## src/rtl/vslc_pkg.sv

```systemverilog
// Shared scan-state encoding, the END opcode and default widths for the VSLC scan sequencer.
// Latency: none (types and constants only). Backpressure: none.
package vslc_pkg;

  typedef enum logic [2:0] {
    IDLE,
    LATCH,
    FETCH,
    EXEC,
    COMMIT
  } scan_state_t;

  localparam logic [7:0] OPC_END = 8'hFF;

  localparam int VSLC_ADDR_W     = 8;
  localparam int VSLC_INSTR_W    = 8;
  localparam int VSLC_WDT_CYCLES = 64;

endpackage

```

## src/rtl/vslc_fetch_watchdog.sv

```systemverilog
// Fetch timeout detector: counts cycles spent in FETCH and flags the last one if no ack arrives.
// Latency: o_timeout is combinational on the WDT_CYCLES-th FETCH cycle. Backpressure: none, pure observer.
module vslc_fetch_watchdog #(
  parameter int WDT_CYCLES = 64
) (
  input  logic clk,
  input  logic rst_n,
  input  logic i_active,
  input  logic i_ack,
  output logic o_timeout
);

  localparam int CNT_W = $clog2(WDT_CYCLES + 1);

  logic [CNT_W-1:0] r_cnt;

  // Every FETCH is entered from a non-FETCH state, so clearing while inactive
  // restarts the count on each new fetch.
  always_ff @(posedge clk or negedge rst_n) begin
    if (!rst_n) begin
      r_cnt <= '0;
    end else if (!i_active) begin
      r_cnt <= '0;
    end else begin
      r_cnt <= r_cnt + CNT_W'(1);
    end
  end

  assign o_timeout = i_active && !i_ack && (r_cnt == CNT_W'(WDT_CYCLES - 1));

endmodule

```

## src/rtl/vslc_scan_sequencer.sv

```systemverilog
// VSLC scan-cycle controller: latch inputs, fetch/execute to prog_last or END, commit outputs (optional VSLC_SCAN_WATCHDOG_EN).
// Latency: 2N+2 cycles per scan with zero-wait fetches; FETCH stalls until fetch_ack (or watchdog timeout).
module vslc_scan_sequencer
  import vslc_pkg::*;
#(
  parameter int ADDR_W  = VSLC_ADDR_W,
  parameter int INSTR_W = VSLC_INSTR_W
`ifdef VSLC_SCAN_WATCHDOG_EN
  , parameter int WDT_CYCLES = VSLC_WDT_CYCLES
`endif
) (
  input  logic               clk,
  input  logic               rst_n,
  input  logic               i_run,
  input  logic               i_step,
  input  logic [ADDR_W-1:0]  i_prog_last,
  output logic               o_fetch_req,
  output logic [ADDR_W-1:0]  o_fetch_addr,
  input  logic               i_fetch_ack,
  input  logic [INSTR_W-1:0] i_fetch_data,
  output logic [INSTR_W-1:0] o_instr,
  output logic               o_exec_en,
  output logic               o_in_latch,
  output logic               o_out_commit,
  output logic               o_addr_strobe,
  output logic               o_scan_cycle_clk,
  output logic               o_busy,
  output logic               o_fault
);

  scan_state_t        r_state;
  scan_state_t        w_next;
  logic [ADDR_W-1:0]  r_pc;
  logic [ADDR_W-1:0]  r_last_q;
  logic [INSTR_W-1:0] r_instr;
  logic               r_one_shot;
  logic               r_fetch_req;
  logic               r_exec_en;
  logic               r_in_latch;
  logic               r_out_commit;
  logic               r_addr_strobe;
  logic               r_scan_clk;
  logic               r_busy;
  logic               w_timeout;
  logic               w_fault;
  logic               w_is_end;

  assign w_is_end = (i_fetch_data == INSTR_W'(OPC_END));

`ifdef VSLC_SCAN_WATCHDOG_EN
  logic r_fault;

  vslc_fetch_watchdog #(
    .WDT_CYCLES (WDT_CYCLES)
  ) u_fetch_watchdog (
    .clk       (clk),
    .rst_n     (rst_n),
    .i_active  (r_state == FETCH),
    .i_ack     (i_fetch_ack),
    .o_timeout (w_timeout)
  );

  always_ff @(posedge clk or negedge rst_n) begin
    if (!rst_n) begin
      r_fault <= 1'b0;
    end else if (w_timeout) begin
      r_fault <= 1'b1;
    end
  end

  assign w_fault = r_fault;
`else
  assign w_timeout = 1'b0;
  assign w_fault   = 1'b0;
`endif

  always_ff @(posedge clk or negedge rst_n) begin
    if (!rst_n) begin
      r_state <= IDLE;
    end else begin
      r_state <= w_next;
    end
  end

  always_comb begin
    w_next = r_state;
    case (r_state)
      IDLE: begin
        if ((i_run || i_step) && !w_fault) begin
          w_next = LATCH;
        end
      end
      LATCH: w_next = FETCH;
      FETCH: begin
        // A late ack still wins over a timeout in the same cycle.
        if (i_fetch_ack) begin
          w_next = w_is_end ? COMMIT : EXEC;
        end else if (w_timeout) begin
          w_next = IDLE;
        end
      end
      EXEC:    w_next = (r_pc == r_last_q) ? COMMIT : FETCH;
      COMMIT:  w_next = (i_run && !r_one_shot) ? LATCH : IDLE;
      default: w_next = IDLE;
    endcase
  end

  always_ff @(posedge clk or negedge rst_n) begin
    if (!rst_n) begin
      r_pc       <= '0;
      r_last_q   <= '0;
      r_instr    <= '0;
      r_one_shot <= 1'b0;
    end else begin
      if (r_state == IDLE && w_next == LATCH) begin
        r_one_shot <= i_step && !i_run;
      end else if (w_next == IDLE) begin
        r_one_shot <= 1'b0;
      end
      if (r_state == LATCH) begin
        r_pc     <= '0;
        r_last_q <= i_prog_last;
      end else if (r_state == EXEC && r_pc != r_last_q) begin
        r_pc <= r_pc + ADDR_W'(1);
      end
      if (r_state == FETCH && i_fetch_ack) begin
        r_instr <= i_fetch_data;
      end
    end
  end

  // Outputs are registered from the next state so each pulse lines up with its state.
  always_ff @(posedge clk or negedge rst_n) begin
    if (!rst_n) begin
      r_fetch_req   <= 1'b0;
      r_exec_en     <= 1'b0;
      r_in_latch    <= 1'b0;
      r_out_commit  <= 1'b0;
      r_addr_strobe <= 1'b0;
      r_scan_clk    <= 1'b0;
      r_busy        <= 1'b0;
    end else begin
      r_fetch_req   <= (w_next == FETCH);
      r_exec_en     <= (w_next == EXEC);
      r_in_latch    <= (w_next == LATCH);
      r_out_commit  <= (w_next == COMMIT);
      r_addr_strobe <= (w_next == FETCH) && (r_state != FETCH);
      r_scan_clk    <= r_scan_clk ^ (w_next == COMMIT);
      r_busy        <= (w_next != IDLE);
    end
  end

  assign o_fetch_req      = r_fetch_req;
  assign o_fetch_addr     = r_pc;
  assign o_instr          = r_instr;
  assign o_exec_en        = r_exec_en;
  assign o_in_latch       = r_in_latch;
  assign o_out_commit     = r_out_commit;
  assign o_addr_strobe    = r_addr_strobe;
  assign o_scan_cycle_clk = r_scan_clk;
  assign o_busy           = r_busy;
  assign o_fault          = w_fault;

endmodule

```

## config.mk

```make
export PLATFORM = sky130hd
export DESIGN_NAME = vslc_scan_sequencer
export DESIGN_NICKNAME = d
export VERILOG_FILES = /design/src/rtl/vslc_pkg.sv /design/src/rtl/vslc_fetch_watchdog.sv /design/src/rtl/vslc_scan_sequencer.sv
export SDC_FILE = /design/constraint.sdc
export NUM_CORES = 1
export LEC_CHECK = 0
export ABC_CLOCK_PERIOD_IN_PS = 1500
export CAP_MARGIN = 25
export CORE_ASPECT_RATIO = 1.4
export CORE_UTILIZATION = 48
export CTS_CLUSTER_DIAMETER = 40
export DETAILED_ROUTE_END_ITERATION = 8
export GPL_TIMING_DRIVEN = 1
export PLACE_DENSITY = 0.87
export REMOVE_ABC_BUFFERS = 1
export SKIP_CTS_REPAIR_TIMING = 1
export SYNTH_ARGS = -nofsm -noshare
export SYNTH_HDL_FRONTEND = slang
export SYNTH_HIERARCHICAL = 1
export SYNTH_SLANG_ARGS = --single-unit
export TNS_END_PERCENT = 10
```

## constraint.sdc

```tcl
create_clock -name clk -period 1.5 [get_ports clk]
set_input_delay 0.3 -clock clk [delete_from_list [all_inputs] [get_ports clk]]
set_output_delay 0.3 -clock clk [all_outputs]
set_load 0.01 [all_outputs]
```

# After elaboration in Yosys (flattened, before gate mapping)

Index checks and enable logic that the tools add are counted.

Bitwise operators: 1
Mux-type cells: 10
Multipliers: 0
Eq/ne operators: 12
Reduce and logical (&&, ||, !) cells: 14
Order comparisons: 0
Divide/modulo/power cells: 0
Shift operators: 0
$add $sub $neg: 1

Operator list:

| kind                                                                    | count |
|---|---|
| 8-bit 2-to-1 mux                                                        | 2 |
| 3-bit one-hot mux with 5 select lines                                   | 1 |
| 3-bit by 2-bit equality test with 1-bit output, second input constant   | 4 |
| 3-bit 2-to-1 mux                                                        | 4 |
| 8-bit by 1-bit adder with 8-bit output, second input constant           | 1 |
| 8-bit equality test                                                     | 1 |
| 8-bit equality test, second input constant                              | 1 |
| 8-bit inequality test                                                   | 1 |
| 3-bit by 1-bit equality test with 1-bit output, second input constant   | 2 |
| 3-bit equality test, second input constant                              | 2 |
| 1-bit logical AND                                                       | 6 |
| 3-bit logical NOT                                                       | 2 |
| 2-bit nonzero test                                                      | 2 |
| 1-bit 2-to-1 mux                                                        | 3 |
| 3-bit by 2-bit inequality test with 1-bit output, second input constant | 1 |
| 3-bit nonzero test                                                      | 1 |
| 1-bit logical NOT                                                       | 2 |
| 1-bit logical OR                                                        | 1 |
| 1-bit XOR                                                               | 1 |

Logic and storage cells: 50
Memory bits (writable): 0
Input port bits: 21
Latch bits: 0
Bits in read-only memories: 0
Memories kept: 0
Output and inout bits: 24
Register bits: 35

# Longest topological paths before layout

Gate-level depths: netlist (run 1).

Depth after elaboration: 7
Depth in mapped cells: 7
Mapped depth without buffers: 5

# Worst setup path before layout (run 1)

Ideal clock, no wire load.

Path kind: flip-flop to flip-flop
Start point: reg r_pc[0] (netlist: o_fetch_addr[0])
End point: reg r_scan_clk (netlist: o_scan_cycle_clk)
Library setup time: 0.141 ns
Buffers on the path: 0
Stages on the path, launching flop included: 5
Required time: 1.359 ns
Data arrival time: 1.256 ns
Clock period less this slack: 1.396 ns
Path slack: 0.104 ns
Path through: dfrtp_1 -> xnor2_1 -> nand4_1 -> o311ai_1 -> o311ai_1

Word-level cells in the longest chain between the ends: 5

Ends and longest elaborated chain:

| element                               | line                       | text |
|---|---|---|
| start: declaration                    | vslc_scan_sequencer.sv:33  | `logic [ADDR_W-1:0] r_pc;` |
| start signal: assignment              | vslc_scan_sequencer.sv:124 | `r_pc <= r_pc + ADDR_W'(1);` |
| 8-bit equality test                   | vslc_scan_sequencer.sv:102 | `EXEC: w_next = (r_pc == r_last_q) ? COMMIT : FETCH;` |
| 3-bit 2-to-1 mux                      | vslc_scan_sequencer.sv:102 |  |
| 3-bit one-hot mux with 5 select lines | vslc_scan_sequencer.sv:87  | `case (r_state)` |
| 3-bit equality test                   | vslc_scan_sequencer.sv:148 | `r_scan_clk <= r_scan_clk ^ (w_next == COMMIT);` |
| 1-bit XOR                             | vslc_scan_sequencer.sv:148 |  |
| end signal: assignment                | vslc_scan_sequencer.sv:148 |  |
| end: declaration                      | vslc_scan_sequencer.sv:42  | `logic r_scan_clk;` |

No other way between the ends.
A chain may end at the register's enable or synchronous reset.

# Worst setup path in the final report (run 1)

Start point: reg r_pc[7] (netlist: o_fetch_addr[7])
End point: out o_fetch_addr[7]

RTL lines:

| element          | line                      | text |
|---|---|---|
| end: declaration | vslc_scan_sequencer.sv:18 | `output logic [ADDR_W-1:0] o_fetch_addr,` |

No word-level cell between the ends.

==> results of run 1 <==
-- path summary, 6_finish.rpt --
check | endpoint | slack [ns] | cells after the start
hold reg to reg | o_instr[3] | 0.47 | 2
setup reg to reg | o_fetch_addr[6] | -0.02 | 4
max in group asynchronous | r_state[1] | 0.94 | 2
hold / removal | o_scan_cycle_clk | 0.39 | 2
min in group clk | o_instr[3] | 0.47 | 2
setup / recovery | o_fetch_addr[7] | -0.09 | 1
-- cell type report --
class | count | area [µm²]
Clock buffer | 8 | 100
Fill cell | 255 | 951
Inverter | 5 | 21.3
Multi-Input combinational cell | 131 | 773
Sequential cell | 35 | 876
Tap cell | 40 | 50.0
Timing Repair Buffer | 59 | 607
-- through the flow --
step | cell area [µm²] | setup WS (ns) | hold slack, ns | power (mW)
final | 2430 | -0.0851 | 0.385 | 4.24
after floorplan | 1640 | 0.0659 | 0.00441 | 2.58
after global routing | 2430 | -0.142 | 0.387 | 4.57
after detailed placement | 2260 | -0.281 | 0.465 | 3.49
after CTS | 2360 | -0.144 | 0.380 | 4.25
after global placement | 2260 | -0.215 | 0.458 | 3.43
-- cell usage in the layout (no fill, tap or decap), drive strengths merged --
cell type / instances
nand2: 59
dfrtp: 35
clkdlybuf4s50: 27
dlymetal6s2s: 16
buf: 16
o21ai: 10
clkbuf: 8
xnor2: 8
nor2: 7
nand2b: 7
mux2i: 7
inv: 5
nand3: 5
and4: 4
o22ai: 2
a21oi: 2
nor4: 2
nand4: 2
o311ai: 2
nand3b: 1
and4bb: 1
or4b: 1
and2: 1
a311oi: 1
a21o: 1
a31oi: 1
or2: 1
mux2: 1
o2111ai: 1
nor3: 1
a211oi: 1
ha: 1
conb: 1
-- kinds of logic after synthesis --
| family | Yosys count | synth area share [%] |
|---|---|---|
| other | 1 | 0.220 |
| AND/OR/NAND/NOR | 92 | 26.2 |
| adder cells (fa/ha/maj) | 1 | 0.732 |
| AO/OA/AOI/OAI | 21 | 7.77 |
| buffers and inverters | 12 | 4.98 |
| multiplexers | 8 | 4.76 |
| XOR/XNOR | 8 | 4.10 |
| flip-flops | 35 | 51.3 |
-- state kept, by name (all words and copies together) (netlist names) --
signal	cells
o_addr_strobe	1
r_last_q	8
o_out_commit	1
r_one_shot	1
o_fetch_req	1
o_busy	1
o_scan_cycle_clk	1
o_fetch_addr	8
r_state	3
o_instr	8
o_exec_en	1
o_in_latch	1
-- per-layer routing --
metal	GRT usage, %	part of all wire, %	vias to the layer above
li1	-	-	715
met1	23.2	40	673
met2	37.1	53	39
met3	6.67	5.8	6
met4	9.94	2.0	0
met5	0	0	-
-- power by group through the flow --
stage / combinational [mW] / clock [mW] / sequential (mW)
after floorplan: 0.908 / 0 / 1.67
after global placement: 1.89 / 0 / 1.54
after detailed placement: 1.95 / 0 / 1.54
after CTS: 1.96 / 0.764 / 1.53
after global routing: 2.20 / 0.804 / 1.58
final: 1.96 / 0.740 / 1.53
==> flow_summary_export.csv, run 1 <==
group,metric,value,unit
synthesis,ys_ff_latch,35,
synthesis,synth-edff-count,0,
global_route,grt-ovfl-total,0,
global_route,antenna_found_initial,0,
clocking,htreeDepth,2,
timing,fin_ws,-0.0851,ns
worst_setup_path,endpoint_kind,"primary output",
clocking,cts.clk_slew.worst_paths,0.07,ns
floorplanning,rows,25,
placed_design,place_congestion,0.744,
worst_setup_path,cp_top_family,"buffers and inverters",
floorplanning,pin_count,45,
power,ir_drop,0.00116,V
worst_setup_path,cpMaxStageDelayCell,"clkdlybuf4s50_1",
power,power.leakage,1.35,nW
placed_design,dp_hpwl,2590,µm
timing,setup_violations,2,
global_route,grt_use_total,21.4,%
worst_setup_path,worstPathArrival,1.29,ns
synthesis,synthArstFlopShare,100,%
global_route,grt_first_pass_wirelength,5980,µm
worst_setup_path,crit_path_start,"o_fetch_addr[7]",
floorplanning,die_w,52.4,µm
synthesis,ys_seq_area_share,51.3,%
synthesis,yosysTopAreaCellShare,51.3,%
timing,hold_viol,0,
synthesis,synth.most_common_cell,"nand2_1",
power,p_seq_share,36.2,%
floorplanning,start_util,50.6,%
run_status,violations,"setup timing",
clocking,insertion_delay,0.29,ns
route,vias,1433,
clocking,cts.sinks,35,
synthesis,netlist_area,1710,µm²
global_route,grt_max_degree,36,
finish,fin_util,71.9,%
floorplanning,die_h,72.6,µm
synthesis,synth_top_cell_by_area,"dfrtp_1",
finish,final_cell_count_no_fill,278,
route,dr.pass1.iters,4,
job,cap_violations,0,
timing,rsz0062_at_grt,"true",
synthesis,synth_flop_cell,"dfrtp_1",
route,postRouteAntennaNets,0,
route,routed_wl,3610,µm
finish,nets,259,
worst_setup_path,crit_chain,"clkdlybuf4s50_1",
finish,layout-drive-gt1-share,14.3,%
route,drc_errors,0,
floorplanning,core_area,3380,µm²
timing,finalCritPeriodShare,106,%
worst_setup_path,regToRegStartpoint,"r_last_q[4]",
worst_setup_path,slowest_delay,0.57,ns
finish,antenna_cells,0,
synthesis,synth_cell_types,36,
clocking,cts_buffer_depth,2,
worst_setup_path,start_kind,"register",
synthesis,syn_area_per_cell,9.59,µm²
worst_setup_path,criticalPathCategory,"register to primary output",
clocking,cts_root_buf,"clkbuf_8",
clocking,tritoncts,"built",
worst_setup_path,worstPathMaxFanout,4,
floorplanning,die-area,3800,µm²
power,p_clk_share,17.5,%
timing,period_minus_slack,1.59,ns
finish,areaGrowthSynthToFinish,42.1,%
synthesis,ys_warn_count,6,
power,switchingPower,1.53,mW
route,wl_per_cell,13.0,µm
power,swShare,36.2,%
timing,fin_tns_setup,-0.106,ns
synthesis,synth_common_cells,"59 x nand2_1, 35 x dfrtp_1, 8 x o21ai_0, 8 x xnor2_1",
placed_design,io_buffers,43,
synthesis,synthCells,178,
power,combPwrFrac,46.3,%
power,cell_internal_pwr,2.70,mW
global_route,grt_pass1_vias,1424,
clocking,cts-buffers-inserted,5,
timing,maxSlewViolCount,0,
timing,fmax,631,MHz
timing,fin_skew,0.00395,ns
power,p_per_area,1740,nW/µm²
hold_path,hp-class,"primary input to async pin",
worst_setup_path,critPathBufInv,1,
synthesis,synth_area_leaders,"dfrtp_1 51%, nand2_1 13%, mux2i_1 4.1%, xnor2_1 4.1%, nand2b_1 2.6%",
run_status,status,"finished, violations left",
route,drt_iter0_markers,41,
worst_setup_path,crit_required,1.20,ns
route,vias_per_cell,5.15,
placed_design,dpl.cell_count,270,
Power figures use the tool's default switching activity.
==> inputs of run 2 (changes only) <==
--- a/config.mk
+++ b/config.mk
@@ -5,14 +5,14 @@
 export SDC_FILE = /design/constraint.sdc
 export NUM_CORES = 1
 export LEC_CHECK = 0
-export ABC_CLOCK_PERIOD_IN_PS = 1500
+export ABC_CLOCK_PERIOD_IN_PS = 1800
 export CAP_MARGIN = 25
 export CORE_ASPECT_RATIO = 1.4
 export CORE_UTILIZATION = 48
 export CTS_CLUSTER_DIAMETER = 40
 export DETAILED_ROUTE_END_ITERATION = 8
 export GPL_TIMING_DRIVEN = 1
-export PLACE_DENSITY = 0.87
+export PLACE_DENSITY = 0.82
 export REMOVE_ABC_BUFFERS = 1
 export SKIP_CTS_REPAIR_TIMING = 1
 export SYNTH_ARGS = -nofsm -noshare
==> constraint.sdc (replaced) <==
create_clock -name clk -period 1.8 [get_ports clk]
set_input_delay 0.36 -clock clk [delete_from_list [all_inputs] [get_ports clk]]
set_output_delay 0.36 -clock clk [all_outputs]
set_load 0.01 [all_outputs]
==> run 2 against run 1 <==
The run now ends clean. Total power is 21% lower. Core utilization is 5.3 points lower. Cell count is 4.3% lower. Clock power is 24% lower. Critical path depth stayed put. Count of clock-buffer cells in the layout is 2 lower. Clock skew is 0.0011 ns higher. Routed wire length is 2.2% lower. Global-route usage is 0.098 points higher. Sequential share of layout area is 2.8 points higher. Design area is 7.3% lower. Critical path type unchanged.
==> flow_summary_export.csv, run 2 (synthesis results as in run 1) <==
group,metric,value,unit
route,dr.pass1.iters,4,
clocking,insertion_delay,0.29,ns
global_route,grt_pass1_vias,1384,
run_status,status,"finished, final reports clean",
floorplanning,start_util,50.6,%
clocking,cts_buffer_depth,2,
global_route,grt-ovfl-total,0,
global_route,grt_first_pass_wirelength,6020,µm
power,switchingPower,1.24,mW
finish,nets,248,
worst_setup_path,start_kind,"register",
power,combPwrFrac,43.7,%
power,p_seq_share,39.6,%
timing,period_minus_slack,1.71,ns
power,power.leakage,1.06,nW
finish,antenna_cells,0,
worst_setup_path,worstPathArrival,1.35,ns
placed_design,dpl_cell_area,2160,µm²
power,cell_internal_pwr,2.12,mW
floorplanning,rows,25,
route,vias,1407,
timing,fmax,586,MHz
worst_setup_path,crit_required,1.44,ns
floorplanning,die-area,3800,µm²
global_route,grt_use_total,21.5,%
timing,fin_tns_setup,0,ns
power,p_clk_share,16.7,%
clocking,cts.sinks,35,
timing,fin_hold_ws,0.477,ns
route,postRouteAntennaNets,0,
timing,setup_violations,0,
finish,layout-drive-gt1-share,8.41,%
floorplanning,die_w,52.4,µm
placed_design,place_congestion,0.775,
timing,fin_skew,0.00508,ns
placed_design,dp_hpwl,2540,µm
worst_setup_path,cp_top_family,"buffers and inverters",
worst_setup_path,worstPathMaxFanout,7,
route,vias_per_cell,5.29,
hold_path,hp-class,"register to register",
worst_setup_path,slowest_delay,0.59,ns
worst_setup_path,crit_chain,"clkdlybuf4s50_1",
placed_design,dpl.cell_count,259,
route,drt_iter0_markers,25,
timing,rsz0062_at_grt,"false",
floorplanning,core_area,3380,µm²
finish,final_cell_count_no_fill,266,
power,total_power,3.36,mW
worst_setup_path,endpoint_kind,"primary output",
timing,finalCritPeriodShare,94.7,%
power,swShare,37.0,%
clocking,cts-buffers-inserted,5,
power,ir_drop,0.00101,V
route,routed_wl,3530,µm
timing,maxSlewViolCount,0,
global_route,antenna_found_initial,0,
worst_setup_path,cpMaxStageDelayCell,"clkdlybuf4s50_1",
clocking,htreeDepth,2,
route,drc_errors,0,
clocking,cts.clk_slew.worst_paths,0.06,ns
timing,hold_viol,0,
finish,design_area,2250,µm²
power,p_per_area,1490,nW/µm²
clocking,tritoncts,"built",
global_route,grt_max_degree,36,
finish,mostFrequentLayoutCell,"nand2_1",
finish,areaGrowthSynthToFinish,31.7,%
job,cap_violations,0,
floorplanning,die_h,72.6,µm
worst_setup_path,critPathBufInv,1,
placed_design,io_buffers,43,
route,wl_per_cell,13.3,µm
floorplanning,pin_count,45,
clocking,cts_root_buf,"clkbuf_8",
worst_setup_path,criticalPathCategory,"register to primary output",
finish,most-common-layout-cells,"59 x nand2_1, 43 x clkdlybuf4s50_1, 35 x dfrtp_1",
[run 2: path summary, 6_finish.rpt]
kind	startpoint	endpoint	slack, ns	cells after the start
max	o_fetch_addr[2]	o_fetch_addr[2]	0.09	1
min	o_instr[6]	o_instr[6]	0.48	2
max reg2reg	r_state[1]	o_instr[7]	0.21	4
min reg2reg	o_instr[6]	o_instr[6]	0.48	2
max in group asynchronous	rst_n	o_addr_strobe	0.99	2
min in group asynchronous	rst_n	o_instr[5]	0.49	2
[run 2: cell type report]
class                   count  area, µm²
well taps                  40       50.0
clock inverters             1       5.00
repair buffers             48        468
flip-flops and latches     35        876
fillers                   266       1130
clock buffers               6       82.6
multi-input cells         131        747
inverters                   5       21.3
[run 2: routing by layer]
metal | vias up | routed length (µm) | global-route usage [%]
li1 | 693 | - | -
met1 | 662 | 1420 | 24.2
met2 | 44 | 1850 | 38.1
met3 | 8 | 180 | 5.21
met4 | 0 | 71 | 8.48
met5 | - | 0 | 0
[run 2: through the flow]
step	worst slack (ns)	util [%]
2_1_floorplan	0.366	-
3_3_place_gp	-0.00971	64.0
3_5_place_dp	-0.0350	64.0
4_1_cts	0.0900	66.6
5_1_grt	0.0368	66.6
6_report	0.0949	66.6
[run 2: power by group through the flow]
stage	clock network (mW)	logic, mW	registers, mW
after floorplan	0	0.757	1.39
after global placement	0	1.43	1.33
after detailed placement	0	1.48	1.34
after CTS	0.579	1.48	1.33
after global routing	0.610	1.65	1.37
final	0.563	1.47	1.33
==> inputs of run 3 (changes only) <==
--- a/config.mk
+++ b/config.mk
@@ -10,6 +10,7 @@
 export CORE_ASPECT_RATIO = 1.4
 export CORE_UTILIZATION = 48
 export CTS_CLUSTER_DIAMETER = 40
+export CTS_CLUSTER_SIZE = 40
 export DETAILED_ROUTE_END_ITERATION = 8
 export GPL_TIMING_DRIVEN = 1
 export PLACE_DENSITY = 0.82
==> results of run 3 <==
Same layout as run 2: the final DEF is identical, and so are final timing and power.
==> RTL edit: new RTL, config.mk and constraints of run 1 <==
Set the package constant `VSLC_INSTR_W` to 7 (it was 8).
--- a/src/rtl/vslc_pkg.sv
+++ b/src/rtl/vslc_pkg.sv
@@ -15,3 +15,3 @@
   localparam int VSLC_ADDR_W     = 8;
-  localparam int VSLC_INSTR_W    = 8;
+  localparam int VSLC_INSTR_W    = 7;
   localparam int VSLC_WDT_CYCLES = 64;
Ports: changed (resized i_fetch_data and o_instr); port bits go from 45 to 43. The function was not compared with the original's and may differ.
==> RTL edit against run 1 <==
The run still ends with setup timing left; cell area down 0.52%; wire length up 0.80%; register-to-register slack better by 0.03 ns; sequential cell count down 1; via count is 2.3% lower; area after synthesis decreased by 0.51%; setup slack better by 0.059 ns; total power decreased by 3.3%; critical path type is now in -> reg; largest power group unchanged.
==> RTL edit: results (changes against run 1) <==
[outcome]
outcome = complete, but fails checks
violations = setup timing

[detailed_routing]
wl_met1_um = 1465  ; +2.8%
routed_via_density = 5.091  ; -1.2%
drt-initial-drc-count = 23  ; -44%
routed_wl_um = 3635  ; +0.80%
dr_wl_met2_um = 1912  ; +0.63%
wire_per_inst_um = 13.22  ; +1.9%
wl_met3_um = 162  ; -22%
dr.pass1.iters = 4  ; unchanged

[clock_tree]
cts_max_path_buffers = 2  ; unchanged
clk_latency_ns = 0.28
numCtsBuffers = 5  ; unchanged

[logic_synthesis]
ys_seq_area_share_pct = 50.07  ; -1.2 points
synthTopCellsByCount = nand2_1 (60), dfrtp_1 (34), mux2i_1 (8), xnor2_1 (8)
yosys-top-cells-area = dfrtp_1 (50%), nand2_1 (13%), mux2i_1 (4.7%), xnor2_1 (4.1%), buf_6 (2.7%)
ys_types = 37  ; +2.8%
avgSynthCellArea_um2 = 9.765  ; +1.8%

[place]
portBuffers = 41  ; -4.7%
place_ws_ns = -0.2740  ; +0.007408 ns
dp_hpwl_um = 2519  ; -2.8%
place_congestion = 0.7744  ; +4.1%
place_inst = 267  ; -1.1%

[global_routing]
grt_pass1_wl_um = 5837  ; -2.4%
grt_max_degree = 35  ; -2.8%
grt_pass1_vias = 1389  ; -2.5%
grt_antenna_before_repair = 0  ; unchanged
grt.total_usage_pct = 21.25  ; -0.19 points

[critical_path]
cp_max_fo = 2  ; -2
max_stage_delay_ns = 0.50  ; -0.07 ns
crit_arrival_ns = 1.71  ; +0.42 ns
reg2reg_slack_ns = 0.01  ; +0.03 ns
cp_slowest_cell = clkdlybuf4s50_1

[sta]
holdWs_ns = 0.3836  ; -0.001924 ns
setup_violations = 1  ; -1
setup_ws_ns = -0.02631  ; +0.05880 ns
clock_skew_ns = 0.003261  ; -0.0006853 ns
final.setup.tns_ns = -0.02631  ; +0.07930 ns

[layout]
drive_above_1_share_pct = 18.30  ; +4.0 points
nNetsFinal = 255  ; -1.5%
diodes = 0  ; unchanged

[power_and_ir_drop]
leakagePower_nw = 1.331  ; -1.4%
ir_worst_vdd_mv = 1.106  ; -4.4%

## RTL edit: final timing paths
| path | from | endpoint | cells after the start |
|---|---|---|---|
| max | i_fetch_ack | o_scan_cycle_clk | 5 |
| min | rst_n | o_in_latch | 2 |
| max reg2reg | r_last_q[7] | r_state[2] | 5 |
| min reg2reg | o_instr[1] | o_instr[1] | 2 |
| max in group asynchronous | rst_n | o_fetch_addr[1] | 2 |
| min in group clk | o_instr[1] | o_instr[1] | 2 |
## RTL edit: per-stage QoR
| stage | instance area (um^2) | utilization, % |
|---|---|---|
| 2_1_floorplan | 1619 | - |
| 3_3_place_gp | 2250 | 66.59 |
| 3_5_place_dp | 2250 | 66.59 |
| 4_1_cts | 2360 | 69.85 |
| 5_1_grt | 2415 | 71.48 |
| 6_report | 2415 | 71.48 |
## RTL edit: final cells by class
class | count | area, um^2
Clock buffer | 8 | 110.1
Multi-Input combinational cell | 126 | 762.0
Timing Repair Buffer | 62 | 620.6
Fill cell | 256 | 963.4
Inverter | 5 | 18.77
Sequential cell | 34 | 853.3
Tap cell | 40 | 50.05
## RTL edit: logic make-up after synthesis
logic type	Yosys count	share of synthesized area, %
xor gates and xnor gates	8	4.124
buffers and inverters	14	5.817
and+or+nand+nor	87	24.67
DFF	34	50.07
adders and majority gates	1	0.7363
AOI/OAI and AO/OA	20	8.984
other	1	0.2207
muxes	9	5.376
## RTL edit: where the power goes
group | internal, W | switching, W | total [W]
clock | 0.000463 | 0.000308 | 0.000771
sequential | 0.00126 | 0.000213 | 0.00147
combinational | 0.000907 | 0.000946 | 0.00185
total | 0.00263 | 0.00147 | 0.00409
## RTL edit: per-layer routing
metal | track usage [%] | vias to the layer above
li1 | - | 703
met3 | 6.080 | 8
met5 | 0 | -
met4 | 12.87 | 0
met1 | 22.24 | 645
met2 | 36.43 | 44
